File: src/rtl/tank_level_monitor_if.sv
// Probe inputs and level flags exchanged between the tank probes and the fertilising controller.
// The monitor itself connects through the slave modport.
interface tank_level_if;
  logic       probe_top;
  logic       probe_mid;
  logic       probe_bottom;
  logic       fault_clear;
  logic       critical_level;
  logic       empty_tank;
  logic       full_tank;
  logic [2:0] level_state;
  logic       fault;

  modport master (
    output probe_top,
    output probe_mid,
    output probe_bottom,
    output fault_clear,
    input  critical_level,
    input  empty_tank,
    input  full_tank,
    input  level_state,
    input  fault
  );

  modport slave (
    input  probe_top,
    input  probe_mid,
    input  probe_bottom,
    input  fault_clear,
    output critical_level,
    output empty_tank,
    output full_tank,
    output level_state,
    output fault
  );
endinterface

File: src/rtl/tank_level_monitor.sv
// Tank level monitor: 2-flop probe sync, per-probe debounce, level FSM with refill hysteresis.
// Optional sensor-consistency FAULT state is enabled by defining TANK_SENSOR_FAULT_EN.
module tank_level_monitor #(
  parameter int unsigned DEBOUNCE_CYCLES = 16,
  parameter int unsigned REFILL_HOLD     = 64,
  parameter int unsigned CNT_W           = 8
) (
  input  logic        clock,
  input  logic        reset_n,
  tank_level_if.slave bus
);

  typedef enum logic [2:0] {
    ST_EMPTY    = 3'd0,
    ST_CRITICAL = 3'd1,
    ST_NORMAL   = 3'd2,
    ST_FULL     = 3'd3,
    ST_FAULT    = 3'd4
  } level_t;

  localparam logic [CNT_W-1:0] DEB_LAST  = CNT_W'(DEBOUNCE_CYCLES - 1);
  localparam logic [CNT_W-1:0] HOLD_LAST = CNT_W'(REFILL_HOLD - 1);

  // Probe vector order: bit 0 = bottom, bit 1 = mid, bit 2 = top.
  logic [2:0] raw_probes;
  logic [2:0] sync1_q;
  logic [2:0] sync2_q;
  logic [2:0] filt_probes;

  assign raw_probes = {bus.probe_top, bus.probe_mid, bus.probe_bottom};

  always_ff @(posedge clock) begin
    if (!reset_n) begin
      sync1_q <= '0;
      sync2_q <= '0;
    end else begin
      sync1_q <= raw_probes;
      sync2_q <= sync1_q;
    end
  end

  genvar gi;
  generate
    for (gi = 0; gi < 3; gi++) begin : g_probe
      logic [CNT_W-1:0] cnt_q;
      logic [CNT_W-1:0] cnt_d;
      logic             filt_q;
      logic             filt_d;

      // Any sample agreeing with the filtered value restarts the stability run.
      always_comb begin
        cnt_d  = cnt_q;
        filt_d = filt_q;
        if (sync2_q[gi] == filt_q) begin
          cnt_d = '0;
        end else if (cnt_q == DEB_LAST) begin
          filt_d = sync2_q[gi];
          cnt_d  = '0;
        end else begin
          cnt_d = cnt_q + 1'b1;
        end
      end

      always_ff @(posedge clock) begin
        if (!reset_n) begin
          cnt_q  <= '0;
          filt_q <= 1'b0;
        end else begin
          cnt_q  <= cnt_d;
          filt_q <= filt_d;
        end
      end

      assign filt_probes[gi] = filt_q;
    end
  endgenerate

  // Pessimistic decode: the lowest dry probe decides the level.
  level_t target;
  always_comb begin
    target = ST_FULL;
    if (!filt_probes[0]) begin
      target = ST_EMPTY;
    end else if (!filt_probes[1]) begin
      target = ST_CRITICAL;
    end else if (!filt_probes[2]) begin
      target = ST_NORMAL;
    end
  end

  level_t           state_q;
  level_t           state_d;
  logic [CNT_W-1:0] hold_q;
  logic [CNT_W-1:0] hold_d;

`ifdef TANK_SENSOR_FAULT_EN
  logic inconsistent;
  assign inconsistent = (filt_probes[2] & ~filt_probes[1]) |
                        (filt_probes[1] & ~filt_probes[0]);
`else
  logic unused_fault_clear;
  assign unused_fault_clear = bus.fault_clear;
`endif

  always_comb begin
    state_d = state_q;
    hold_d  = '0;
`ifdef TANK_SENSOR_FAULT_EN
    if (inconsistent) begin
      state_d = ST_FAULT;
    end else if (state_q == ST_FAULT) begin
      if (bus.fault_clear) begin
        state_d = target;
      end
    end else
`endif
    begin
      // Falling levels act at once; rising levels must persist for the hold time.
      if (target < state_q) begin
        state_d = target;
      end else if (target > state_q) begin
        if (hold_q == HOLD_LAST) begin
          state_d = target;
        end else begin
          hold_d = hold_q + 1'b1;
        end
      end
    end
  end

  always_ff @(posedge clock) begin
    if (!reset_n) begin
      state_q <= ST_EMPTY;
      hold_q  <= '0;
    end else begin
      state_q <= state_d;
      hold_q  <= hold_d;
    end
  end

  assign bus.level_state    = state_q;
  assign bus.full_tank      = (state_q == ST_FULL);
  assign bus.critical_level = (state_q == ST_EMPTY) || (state_q == ST_CRITICAL) ||
                              (state_q == ST_FAULT);
  assign bus.empty_tank     = (state_q == ST_EMPTY) || (state_q == ST_FAULT);
`ifdef TANK_SENSOR_FAULT_EN
  assign bus.fault          = (state_q == ST_FAULT);
`else
  assign bus.fault          = 1'b0;
`endif

endmodule

File: src/flat_wrapper.sv
// flat-port wrapper written by rule: the top's interface ports become plain ports
module tank_level_monitor_flat 
#(
  parameter int unsigned DEBOUNCE_CYCLES = 16,
  parameter int unsigned REFILL_HOLD     = 64,
  parameter int unsigned CNT_W           = 8
)
  (clock, reset_n, bus_probe_top, bus_probe_mid, bus_probe_bottom, bus_fault_clear, bus_critical_level, bus_empty_tank, bus_full_tank, bus_level_state, bus_fault);
  tank_level_if bus_i ();
  input  logic clock;
  input  logic reset_n;
  input wire logic [$bits(bus_i.probe_top)-1:0] bus_probe_top;
  input wire logic [$bits(bus_i.probe_mid)-1:0] bus_probe_mid;
  input wire logic [$bits(bus_i.probe_bottom)-1:0] bus_probe_bottom;
  input wire logic [$bits(bus_i.fault_clear)-1:0] bus_fault_clear;
  output wire logic [$bits(bus_i.critical_level)-1:0] bus_critical_level;
  output wire logic [$bits(bus_i.empty_tank)-1:0] bus_empty_tank;
  output wire logic [$bits(bus_i.full_tank)-1:0] bus_full_tank;
  output wire logic [$bits(bus_i.level_state)-1:0] bus_level_state;
  output wire logic [$bits(bus_i.fault)-1:0] bus_fault;
  assign bus_i.probe_top = bus_probe_top;
  assign bus_i.probe_mid = bus_probe_mid;
  assign bus_i.probe_bottom = bus_probe_bottom;
  assign bus_i.fault_clear = bus_fault_clear;
  assign bus_critical_level = bus_i.critical_level;
  assign bus_empty_tank = bus_i.empty_tank;
  assign bus_full_tank = bus_i.full_tank;
  assign bus_level_state = bus_i.level_state;
  assign bus_fault = bus_i.fault;
  tank_level_monitor #(.DEBOUNCE_CYCLES(DEBOUNCE_CYCLES), .REFILL_HOLD(REFILL_HOLD), .CNT_W(CNT_W)) u_core (.clock(clock), .reset_n(reset_n), .bus(bus_i));
endmodule
File: config.mk
export PLATFORM = sky130hd
export DESIGN_NAME = tank_level_monitor_flat
export DESIGN_NICKNAME = d
export VERILOG_FILES = /design/src/rtl/tank_level_monitor_if.sv /design/src/rtl/tank_level_monitor.sv /design/src/flat_wrapper.sv
export SDC_FILE = /design/constraint.sdc
export NUM_CORES = 1
export LEC_CHECK = 0
export BUFFER_PORTS_ARGS = -buffer_cell sky130_fd_sc_hd__buf_2
export CAP_MARGIN = 40
export CORE_MARGIN = 3
export CORE_UTILIZATION = 58
export DETAILED_ROUTE_END_ITERATION = 6
export GPL_TIMING_DRIVEN = 0
export PLACE_DENSITY = 0.77
export SKIP_CTS_REPAIR_TIMING = 1
export SLEW_MARGIN = 20
export SYNTH_ARGS = -nofsm -noshare
export SYNTH_HDL_FRONTEND = slang
export SYNTH_SLANG_ARGS = --single-unit
export TNS_END_PERCENT = 5
File: constraint.sdc
create_clock -name clock -period 2.1 [get_ports clock]
set_input_delay 0.315 -clock clock [delete_from_list [all_inputs] [get_ports clock]]
set_output_delay 0.315 -clock clock [all_outputs]
set_load 0.01 [all_outputs]
==> metrics.log, run 1 <==
[metrics] status: completed
[metrics] Worst setup EP type: flop
[metrics] P_int: 0.963 mW
[metrics] clock skew: 15.4 ps
[metrics] initial antenna violation count: 0
[metrics] gpl congestion: 0.756
[metrics] clk sinks: 43
[metrics] Die Area: 3690 um2
[metrics] pin count of the biggest net entering global routing: 14
[metrics] Cells after Synth: 188
[metrics] count of buffering cells on the critical path with inverters included: 1
[metrics] number of buffers inserted during clock tree synthesis: 5
[metrics] sequential group share of total power: 0.666
[metrics] top_reg_cell synth: dfxtp_1
[metrics] WL final: 2740 um
[metrics] Crit Path Class: reg2reg
[metrics] chip width: 60.8 um
[metrics] setup violation total in the final timing report: 0
[metrics] cell family with most CP delay: compound AO/OA/AOI/OAI gates
[metrics] ratio of total power to cell area: 659 nW/um2
[metrics] upper clock frequency limit: 574 MHz
[metrics] number of synthesized register bits: 43
[metrics] global-route congestion overflow total: 0
[metrics] final-report max-slew violation count: 0
[metrics] iteration count of the initial detailed-routing pass: 4
[metrics] Period Utilization, post-route: 0.830
[metrics] delay of the slowest cell on the worst path: 410 ps
[metrics] sw frac: 0.224
[metrics] Overall Global Routing Usage: 0.175
[metrics] final setup TNS: 0 ps
[metrics] Via density: 5.34
[metrics] data required time of the worst path: 2390 ps
[metrics] RSZ-0062 raised after global routing: false
[metrics] placed cell count: 229
[metrics] Routed wire per std cell: 11.6 um
[metrics] HPWL after detailed placement: 2010 um
[metrics] die height: 60.8 um
[metrics] Startpoint Class: flop
[metrics] Iter 0 DRT Violations: 58
[metrics] I/O pins: 13
[metrics] non-filler instance count after layout: 237
[metrics] total power: 1.24 mW
[metrics] fraction of final layout cells sized beyond drive strength 1: 0.112
[metrics] area overhead of the layout relative to synthesis: 8.12%
[metrics] core region area: 2810 um2
[metrics] Cell Area, Synth: 1740 um2
[metrics] highest-count cells in the layout ignoring fill and taps: dfxtp_1 (43), nor2_1 (37), xor2_1 (17)
[metrics] Max Root-Sink Buffers: 2
[metrics] via count of the first global-routing pass: 1140
[metrics] detailed-route DRC error count: 0
[metrics] most frequent standard cell in the layout excluding fill and tap cells: dfxtp_1
[metrics] cell type of the slowest stage on the worst timing path: dfxtp_1
[metrics] switching component of the power: 0.278 mW
[metrics] number of port buffers: 9
[metrics] number of levels the H-tree was split into: 2
[metrics] Final #Nets: 217
[metrics] Yosys warning total: 0
[metrics] CTS clk-pin slew, worst paths: 120 ps
[metrics] data arrival at the endpoint of the critical path: 2040 ps
[metrics] crit path cell chain: inv_1 -> o21ai_0 -> ha_1 -> nand2_1 -> o211ai_1 -> a31o_2 -> nor2_1
[metrics] post-layout min period: 1740 ps
[metrics] number of failing hold endpoints at the final stage: 0
[metrics] post-route setup slack: 357 ps
[metrics] Post-Syn Area per Cell: 9.26 um2
[metrics] maximum fanout encountered on the critical timing path: 6
[metrics] power share of the clock group: 0.315
[metrics] EDFF count, synth: 0
[metrics] TritonCTS clock tree: yes
[metrics] Static Leakage: 0.720 nW
[metrics] worst ir drop on vdd: 0.513 mV
[metrics] diodes inserted: 0
[metrics] distinct cell type count of the synthesized netlist: 30
[metrics] starting density of the core: 0.620
[metrics] setup slack at placement: 389 ps
[metrics] logic gate share of total power: 0.019
[metrics] sequential share of the synthesized area: 0.495
[metrics] fraction of synthesis flops using an asynchronous set or reset pin: 0
[metrics] vias post-DR: 1266
[metrics] Rows: 19
[metrics] Worst-Skew Late Latency: 350 ps
[metrics] root buf cell: clkbuf_4
[metrics] hold crit path type: in2reg
[metrics] Post-DRT Antenna Nets: 0
[metrics] maximum capacitance violations: 0
[metrics] Fin Hold WS: 162 ps
[metrics] wire length of the first global-routing pass: 4730 um
[metal layers]
metal	vias up	share of wire	track usage
met4	0	0.026	0.108
met5	-	0	0
met1	592	0.46	0.210
met2	24	0.48	0.281
met3	6	0.039	0.0447
li1	644	-	-
[cell families (layout without fill, tap and decap cells)]
| group | count (synthesis) | after routing | share of synthesized area |
|---|---|---|---|
| AND/OR/NAND/NOR | 90 | 90 | 0.255 |
| flip-flops | 43 | 43 | 0.495 |
| XOR/XNOR | 27 | 27 | 0.136 |
| buffers and inverters | 11 | 28 | 0.0280 |
| AO/OA/AOI/OAI | 9 | 9 | 0.0359 |
| adder cells (fa/ha/maj) | 6 | 6 | 0.0431 |
| other | 1 | 2 | 0.00215 |
| multiplexers | 1 | 1 | 0.00575 |
[state kept, by name, summed over array words and instances, names as in the netlist]
signal	flops
u_core.sync2_q	3
u_core.sync1_q	3
u_core.g_probe.cnt_q	24
u_core.g_probe.filt_q	3
u_core.bus.level_state	2
u_core.hold_q	8
[final timing paths]
| path | startpoint | end | slack, ps | cells after the start |
|---|---|---|---|---|
| max reg2reg | u_core.g_probe[1].filt_q | u_core.hold_q[3] | 360 | 7 |
| min | bus_probe_top | u_core.sync1_q[2] | 160 | 2 |
| min reg2reg | u_core.hold_q[0] | u_core.hold_q[0] | 450 | 1 |
| max | u_core.g_probe[1].filt_q | u_core.hold_q[3] | 360 | 7 |
[metrics by stage]
| stage | area, um2 | util |
|---|---|---|
| 3_3_place_gp | 1830 | 0.652 |
| 6_report | 1880 | 0.671 |
| 4_1_cts | 1880 | 0.671 |
| 3_5_place_dp | 1830 | 0.652 |
| 2_1_floorplan | 1740 | - |
| 5_1_grt | 1880 | 0.671 |
[power by group through the flow]
| stage | Clock [mW] | Combinational (mW) | Sequential [mW] |
|---|---|---|---|
| floorplan | 0 | 0.0166 | 0.844 |
| global placement | 0 | 0.0227 | 0.844 |
| detailed placement | 0 | 0.0236 | 0.845 |
| CTS | 0.397 | 0.0237 | 0.826 |
| global route | 0.431 | 0.0271 | 0.828 |
| finish | 0.390 | 0.0237 | 0.826 |
[area by class of cell]
type                    count  area, um2
plain buffers               3       18.8
clock buffers               6       41.3
clock inverters             2       12.5
fillers                   240        923
inverters                   8       30.0
multi-input cells         135        835
flip-flops and latches     43        861
well taps                  31       38.8
repair buffers              9       45.0
[cell usage after synthesis (2+ instances only)]
library cell	instances	area, um2
nor3_1	2	10.0
inv_1	8	30.0
and4_1	2	17.5
nor4_1	3	18.8
dfxtp_1	43	861
nand4_1	2	12.5
xor2_1	17	149
buf_4	2	15.0
a21oi_1	3	15.0
nor2_1	37	139
nand3_1	16	80.1
and2_1	8	50.1
xnor2_1	10	87.6
nand2_1	12	45.0
and3_1	3	18.8
ha_1	6	75.1
No activity file was read; power rests on OpenSTA's default activity.
==> run 2: changes to the inputs <==
--- a/config.mk
+++ b/config.mk
@@ -8,10 +8,10 @@
 export BUFFER_PORTS_ARGS = -buffer_cell sky130_fd_sc_hd__buf_2
 export CAP_MARGIN = 40
 export CORE_MARGIN = 3
-export CORE_UTILIZATION = 58
+export CORE_UTILIZATION = 52
 export DETAILED_ROUTE_END_ITERATION = 6
 export GPL_TIMING_DRIVEN = 0
-export PLACE_DENSITY = 0.77
+export PLACE_DENSITY = 0.73
 export SKIP_CTS_REPAIR_TIMING = 1
 export SLEW_MARGIN = 20
 export SYNTH_ARGS = -nofsm -noshare
==> constraint.sdc (replaced) <==
create_clock -name clock -period 1.55 [get_ports clock]
set_input_delay 0.2325 -clock clock [delete_from_list [all_inputs] [get_ports clock]]
set_output_delay 0.2325 -clock clock [all_outputs]
set_load 0.01 [all_outputs]
==> metrics.log, run 2 (synthesis gave the netlist of run 1 again) <==
[metrics] Routed wire per std cell: 11.0 um (was 11.6 um)
[metrics] source of the worst register-to-register timing path: u_core.g_probe[0].filt_q (was u_core.g_probe[1].filt_q)
[metrics] final setup TNS: -173 ps (was 0 ps)
[metrics] clock skew: 10.5 ps (was 15.4 ps)
[metrics] iteration count of the initial detailed-routing pass: 4 (unchanged)
[metrics] Post-DRT Antenna Nets: 0 (unchanged)
[metrics] starting density of the core: 0.556 (was 0.620)
[metrics] number of levels the H-tree was split into: 2 (unchanged)
[metrics] combined area of the multi-input logic cells: 858 um2 (was 835 um2)
[metrics] Worst setup EP type: flop (unchanged)
[metrics] data arrival at the endpoint of the critical path: 1830 ps (was 2040 ps)
[metrics] most frequent standard cell in the layout excluding fill and tap cells: dfxtp_1 (unchanged)
[metrics] FILL cells: 286 (was 240)
[metrics] Startpoint Class: flop (unchanged)
[metrics] number of buffers inserted during clock tree synthesis: 5 (unchanged)
[metrics] detailed-route DRC error count: 0 (unchanged)
[metrics] chip width: 63.9 um (was 60.8 um)
[metrics] gpl congestion: 0.802 (was 0.756)
[metrics] Overall Global Routing Usage: 0.163 (was 0.175)
[metrics] crit path cell chain: and2_4 -> ha_4 -> nor2b_1 -> o211ai_1 -> a31o_2 -> nor2_1 (was inv_1 -> o21ai_0 -> ha_1 -> nand2_1 -> o211ai_1 -> a31o_2 -> nor2_1)
[metrics] violations in the final reports: setup timing
[metrics] Via density: 4.94 (was 5.34)
[metrics] Max Root-Sink Buffers: 2 (unchanged)
[metrics] core region area: 3130 um2 (was 2810 um2)
[metrics] worst ir drop on vdd: 0.527 mV (was 0.513 mV)
[metrics] data required time of the worst path: 1800 ps (was 2390 ps)
[metrics] setup slack at placement: -165 ps (was 389 ps)
[metrics] Hold Crit Start: bus_probe_top (unchanged)
[metrics] I/O pins: 13 (unchanged)
[metrics] biggest regs: u_core.g_probe.cnt_q: 24 flops, u_core.hold_q: 8 flops (unchanged)
[metrics] delay of the slowest cell on the worst path: 380 ps (was 410 ps)
[metrics] Rows: 20 (was 19)
[metrics] Worst-Skew Late Latency: 350 ps (about the same)
[metrics] wire length of the first global-routing pass: 5180 um (was 4730 um)
[metrics] initial antenna violation count: 0 (unchanged)
[metrics] vias post-DR: 1244 (was 1266)
[metrics] post-route setup slack: -36.5 ps (was 357 ps)
[metrics] area overhead of the layout relative to synthesis: 11.5% (was 8.12%)
[metrics] number of failing hold endpoints at the final stage: 0 (unchanged)
[metrics] Reg with most FFs: u_core.g_probe.cnt_q (unchanged)
[metrics] clk sinks: 43 (unchanged)
[metrics] die height: 63.9 um (was 60.8 um)
[metrics] status: finished, violations left (was completed)
[metrics] register area: 865 um2 (was 861 um2)
[metrics] TritonCTS clock tree: yes (unchanged)
[metrics] cell family with most CP delay: compound AO/OA/AOI/OAI gates (unchanged)
[metrics] via count of the first global-routing pass: 1234 (was 1140)
[metrics] global-route congestion overflow total: 0 (unchanged)
[metrics] root buf cell: clkbuf_4 (unchanged)
[metrics] final-report max-slew violation count: 0 (unchanged)
[metrics] HPWL after detailed placement: 2020 um (was 2010 um)
[metrics] maximum fanout encountered on the critical timing path: 6 (unchanged)
[metrics] upper clock frequency limit: 630 MHz (was 574 MHz)
[metrics] dpl cell area: 1840 um2 (was 1830 um2)
[metrics] WL final: 2770 um (was 2740 um)
[metrics] post-layout min period: 1590 ps (was 1740 ps)
[metrics] Die Area: 4080 um2 (was 3690 um2)
[metrics] Fin Hold WS: 75.9 ps (was 162 ps)
[metrics] ratio of total power to cell area: 860 nW/um2 (was 659 nW/um2)
[metrics] register-to-register setup slack: -40 ps (was 360 ps)
[metrics] cell type of the slowest stage on the worst timing path: dfxtp_2 (was dfxtp_1)
[metrics] hold crit path type: in2reg (unchanged)
[metrics] post-route cell area: 1940 um2 (was 1880 um2)
[metrics] Final #Nets: 219 (was 217)
[metrics] number of port buffers: 9 (unchanged)
[metrics] maximum capacitance violations: 0 (unchanged)
[metrics] CTS clk-pin slew, worst paths: 120 ps (about the same)
[metrics] setup violation total in the final timing report: 8 (was 0)
[metrics] Period Utilization, post-route: 1.02 (was 0.830)
[metrics] max FFs per register: 24 (unchanged)
[metrics] highest-count cells in the layout ignoring fill and taps: dfxtp_1 (40), nor2_1 (36), xor2_1 (17) (was dfxtp_1 (43), nor2_1 (37), xor2_1 (17))
[metrics] total power: 1.67 mW (was 1.24 mW)
[metrics] Critical path origin: u_core.g_probe[0].filt_q (was u_core.g_probe[1].filt_q)
[metrics] Iter 0 DRT Violations: 59 (was 58)
[metrics] RSZ-0062 raised after global routing: true (was false)
[metrics] diodes inserted: 0 (unchanged)
[metrics] pin count of the biggest net entering global routing: 14 (unchanged)
[metrics] Crit Path Class: reg2reg (unchanged)
[metrics] count of buffering cells on the critical path with inverters included: 0 (was 1)
[metrics] fraction of final layout cells sized beyond drive strength 1: 0.163 (was 0.112)
[metrics] Static Leakage: 0.734 nW (was 0.720 nW)
-- run 2: cell count changes in the layout (fill, tap and decap cells not counted), sizes merged --
cell | previous run | this run
buf | 11 | 13
-- run 2: layout make-up --
cell class	instances	share of cell area
clock inverter	2	0.00645
timing repair buffer	11	0.0309
sequential	43	0.446
inverter	8	0.0155
buffer	3	0.00967
multi-input combinational	135	0.442
clock buffer	6	0.0213
tap	44	0.0284
-- run 2: stage by stage --
step,utilization,std cells
3_5_place_dp,0.590,242
4_1_cts,0.607,250
3_3_place_gp,0.590,242
2_1_floorplan,-,189
6_report,0.620,252
5_1_grt,0.620,252
-- run 2: metal layers --
metal | up-vias | routed length (um) | GRT usage
met5 | - | 0 | 0
met4 | 0 | 65 | 0.0836
met3 | 6 | 150 | 0.0650
met2 | 19 | 1360 | 0.271
met1 | 567 | 1190 | 0.178
li1 | 652 | - | -
-- run 2: path summary, 6_finish.rpt --
check                       to  depth (start not counted)
max reg2reg   u_core.hold_q[5]                          6
min          u_core.sync1_q[2]                          2
max           u_core.hold_q[5]                          6
min reg2reg  u_core.sync2_q[2]                          1
-- run 2: where the power goes --
part	internal [mW]	leakage [nW]	switching, mW	total, mW
logic	0.0142	0.356	0.0183	0.0325
registers	1.11	0.349	0.00465	1.12
clock network	0.175	0.0282	0.343	0.518
total	1.30	0.734	0.366	1.67
==> run 3: changes to the inputs <==
--- a/config.mk
+++ b/config.mk
@@ -11,7 +11,8 @@
 export CORE_UTILIZATION = 52
 export DETAILED_ROUTE_END_ITERATION = 6
 export GPL_TIMING_DRIVEN = 0
-export PLACE_DENSITY = 0.73
+export PLACE_DENSITY_LB_ADDON = 0.25
+export SETUP_SLACK_MARGIN = 0.5
 export SKIP_CTS_REPAIR_TIMING = 1
 export SLEW_MARGIN = 20
 export SYNTH_ARGS = -nofsm -noshare
==> metrics.log, run 3 (synthesis gave the netlist of run 1 again) <==
[metrics] gpl congestion: 0.849 (was 0.802)
[metrics] number of levels the H-tree was split into: 2 (unchanged)
[metrics] maximum fanout encountered on the critical timing path: 6 (unchanged)
[metrics] placed cell count: 242 (unchanged)
[metrics] diodes inserted: 0 (unchanged)
[metrics] hold crit path type: in2reg (unchanged)
[metrics] number of buffers inserted during clock tree synthesis: 5 (unchanged)
[metrics] source of the worst register-to-register timing path: u_core.g_probe[0].filt_q (unchanged)
[metrics] maximum capacitance violations: 0 (unchanged)
[metrics] upper clock frequency limit: 668 MHz (was 630 MHz)
[metrics] Worst-Skew Late Latency: 360 ps (was 350 ps)
[metrics] Period Utilization, post-route: 0.966 (was 1.02)
[metrics] Routed wire per std cell: 12.4 um (was 11.0 um)
[metrics] Iter 0 DRT Violations: 40 (was 59)
[metrics] Via density: 5.13 (was 4.94)
[metrics] status: completed (was finished, violations left)
[metrics] I/O pins: 13 (unchanged)
[metrics] Reg with most FFs: u_core.g_probe.cnt_q (unchanged)
[metrics] die height: 63.9 um (unchanged)
[metrics] Die Area: 4080 um2 (unchanged)
[metrics] Max Root-Sink Buffers: 2 (unchanged)
[metrics] total power: 1.91 mW (was 1.67 mW)
[metrics] fraction of final layout cells sized beyond drive strength 1: 0.399 (was 0.163)
[metrics] worst-case headroom to the max-slew limit: 0.591
[metrics] highest-count cells in the layout ignoring fill and taps: nor2_1 (24), dfxtp_1 (24), xor2_1 (17) (was dfxtp_1 (40), nor2_1 (36), xor2_1 (17))
[metrics] TritonCTS clock tree: yes (unchanged)
[metrics] iteration count of the initial detailed-routing pass: 4 (unchanged)
[metrics] Hold Crit Start: bus_probe_top (unchanged)
[metrics] HPWL after detailed placement: 2060 um (was 2020 um)
[metrics] starting density of the core: 0.556 (unchanged)
[metrics] global-route congestion overflow total: 0 (unchanged)
[metrics] post-layout min period: 1500 ps (was 1590 ps)
[metrics] non-filler instance count after layout: 252 (unchanged)
[metrics] final-report max-slew violation count: 0 (unchanged)
[metrics] Worst setup EP type: flop (unchanged)
[metrics] chip width: 63.9 um (unchanged)
[metrics] via count of the first global-routing pass: 1199 (was 1234)
[metrics] final setup TNS: 0 ps (was -173 ps)
[metrics] vias post-DR: 1292 (was 1244)
[metrics] biggest regs: u_core.g_probe.cnt_q: 24 flops, u_core.hold_q: 8 flops (unchanged)
[metrics] CTS clk-pin slew, worst paths: 130 ps (was 120 ps)
[metrics] data arrival at the endpoint of the critical path: 1810 ps (was 1830 ps)
[metrics] cell type of the slowest stage on the worst timing path: dfxtp_4 (was dfxtp_2)
[metrics] register-to-register setup slack: 50 ps (was -40 ps)
[metrics] Final #Nets: 219 (unchanged)
[metrics] delay of the slowest cell on the worst path: 380 ps (about the same)
[metrics] ratio of total power to cell area: 848 nW/um2 (was 860 nW/um2)
[metrics] RR Endpoint: u_core.hold_q[4] (was u_core.hold_q[5])
[metrics] core region area: 3130 um2 (unchanged)
[metrics] root buf cell: clkbuf_4 (unchanged)
[metrics] Overall Global Routing Usage: 0.155 (was 0.163)
[metrics] setup violation total in the final timing report: 0 (was 8)
[metrics] WL final: 3140 um (was 2770 um)
[metrics] Crit Path Class: reg2reg (unchanged)
[metrics] detailed-route DRC error count: 0 (unchanged)
[metrics] wire length of the first global-routing pass: 4930 um (was 5180 um)
[metrics] Rows: 20 (unchanged)
[metrics] Startpoint Class: flop (unchanged)
[metrics] data required time of the worst path: 1860 ps (was 1800 ps)
[metrics] clock skew: 11.3 ps (was 10.5 ps)
[metrics] initial antenna violation count: 0 (unchanged)
[metrics] max FFs per register: 24 (unchanged)
[metrics] pin count of the biggest net entering global routing: 15 (was 14)
[metrics] worst slew pin tran: 613 ps
[metrics] endpoint with the worst hold slack: u_core.sync1_q[2] (unchanged)
[metrics] Post-DRT Antenna Nets: 0 (unchanged)
[metrics] area overhead of the layout relative to synthesis: 29.3% (was 11.5%)
[metrics] crit path cell chain: and2_4 -> ha_4 -> nor2b_4 -> o211ai_1 -> a31o_2 -> nor2_1 (was and2_4 -> ha_4 -> nor2b_1 -> o211ai_1 -> a31o_2 -> nor2_1)
[metrics] number of port buffers: 9 (unchanged)
[metrics] number of failing hold endpoints at the final stage: 0 (unchanged)
[metrics] Min-Delay Path Depth: 2 (unchanged)
[metrics] clk sinks: 43 (unchanged)
[metrics] Static Leakage: 0.797 nW (was 0.734 nW)
[metrics] RSZ-0062 raised after global routing: true (unchanged)
[metrics] worst reg2reg path depth: 6 (unchanged)
[metrics] worst ir drop on vdd: 0.554 mV (was 0.527 mV)
==> run 3: layout make-up <==
type / instances / area, um2
Buffer: 3 / 18.8
Sequential cell: 43 / 905
Tap cell: 44 / 55.1
Timing Repair Buffer: 11 / 72.6
Fill cell: 235 / 877
Clock inverter: 2 / 38.8
Multi-Input combinational cell: 135 / 1080
Inverter: 8 / 30.0
Clock buffer: 6 / 51.3
==> run 3: where the power goes <==
group	switching [mW]	total (mW)	internal, mW
Combinational	0.0243	0.0419	0.0175
Sequential	0.00617	1.11	1.10
Clock	0.370	0.759	0.390
==> run 3: worst max-delay path: cells and delay by family (launching register included) <==
kind / cells / cell delay [ps]
AOI/OAI and AO/OA: 2 / 420
adders and majority gates: 1 / 270
DFF: 1 / 380
and+or+nand+nor: 3 / 400
==> run 3: how the worst max path moves through the flow <==
stage | start | to | slack (ps) | cells past startpoint
2_1_floorplan | u_core.g_probe[1].filt_q | u_core.bus.level_state[1] | 130 | 6
3_3_place_gp | u_core.g_probe[1].filt_q | u_core.hold_q[3] | 0.7 | 7
3_5_place_dp | u_core.g_probe[1].filt_q | u_core.hold_q[5] | -5 | 7
4_1_cts | u_core.g_probe[1].filt_q | u_core.hold_q[5] | -40 | 7
5_1_grt | u_core.g_probe[1].filt_q | u_core.hold_q[5] | -20 | 7
6_report | u_core.g_probe[0].filt_q | u_core.hold_q[4] | 50 | 6
==> run 3: per-stage QoR <==
step | cell area, um2 | setup slack (ps) | util | hold WS [ps]
2_1_floorplan | 1770 | 128 | - | 360
3_3_place_gp | 1870 | 0.705 | 0.599 | 418
3_5_place_dp | 1870 | -5.03 | 0.599 | 424
4_1_cts | 1960 | -36.1 | 0.628 | 53.7
5_1_grt | 2250 | -19.5 | 0.720 | 41.8
6_report | 2250 | 52.8 | 0.720 | 60.5
==> run 3: per-layer routing <==
layer | vias to the layer above | track usage | part of all wire | routed length [um]
li1 | 651 | - | - | -
met1 | 608 | 0.173 | 0.42 | 1320
met2 | 24 | 0.254 | 0.51 | 1600
met3 | 9 | 0.0422 | 0.039 | 122
met4 | 0 | 0.105 | 0.031 | 97
met5 | - | 0 | 0 | 0
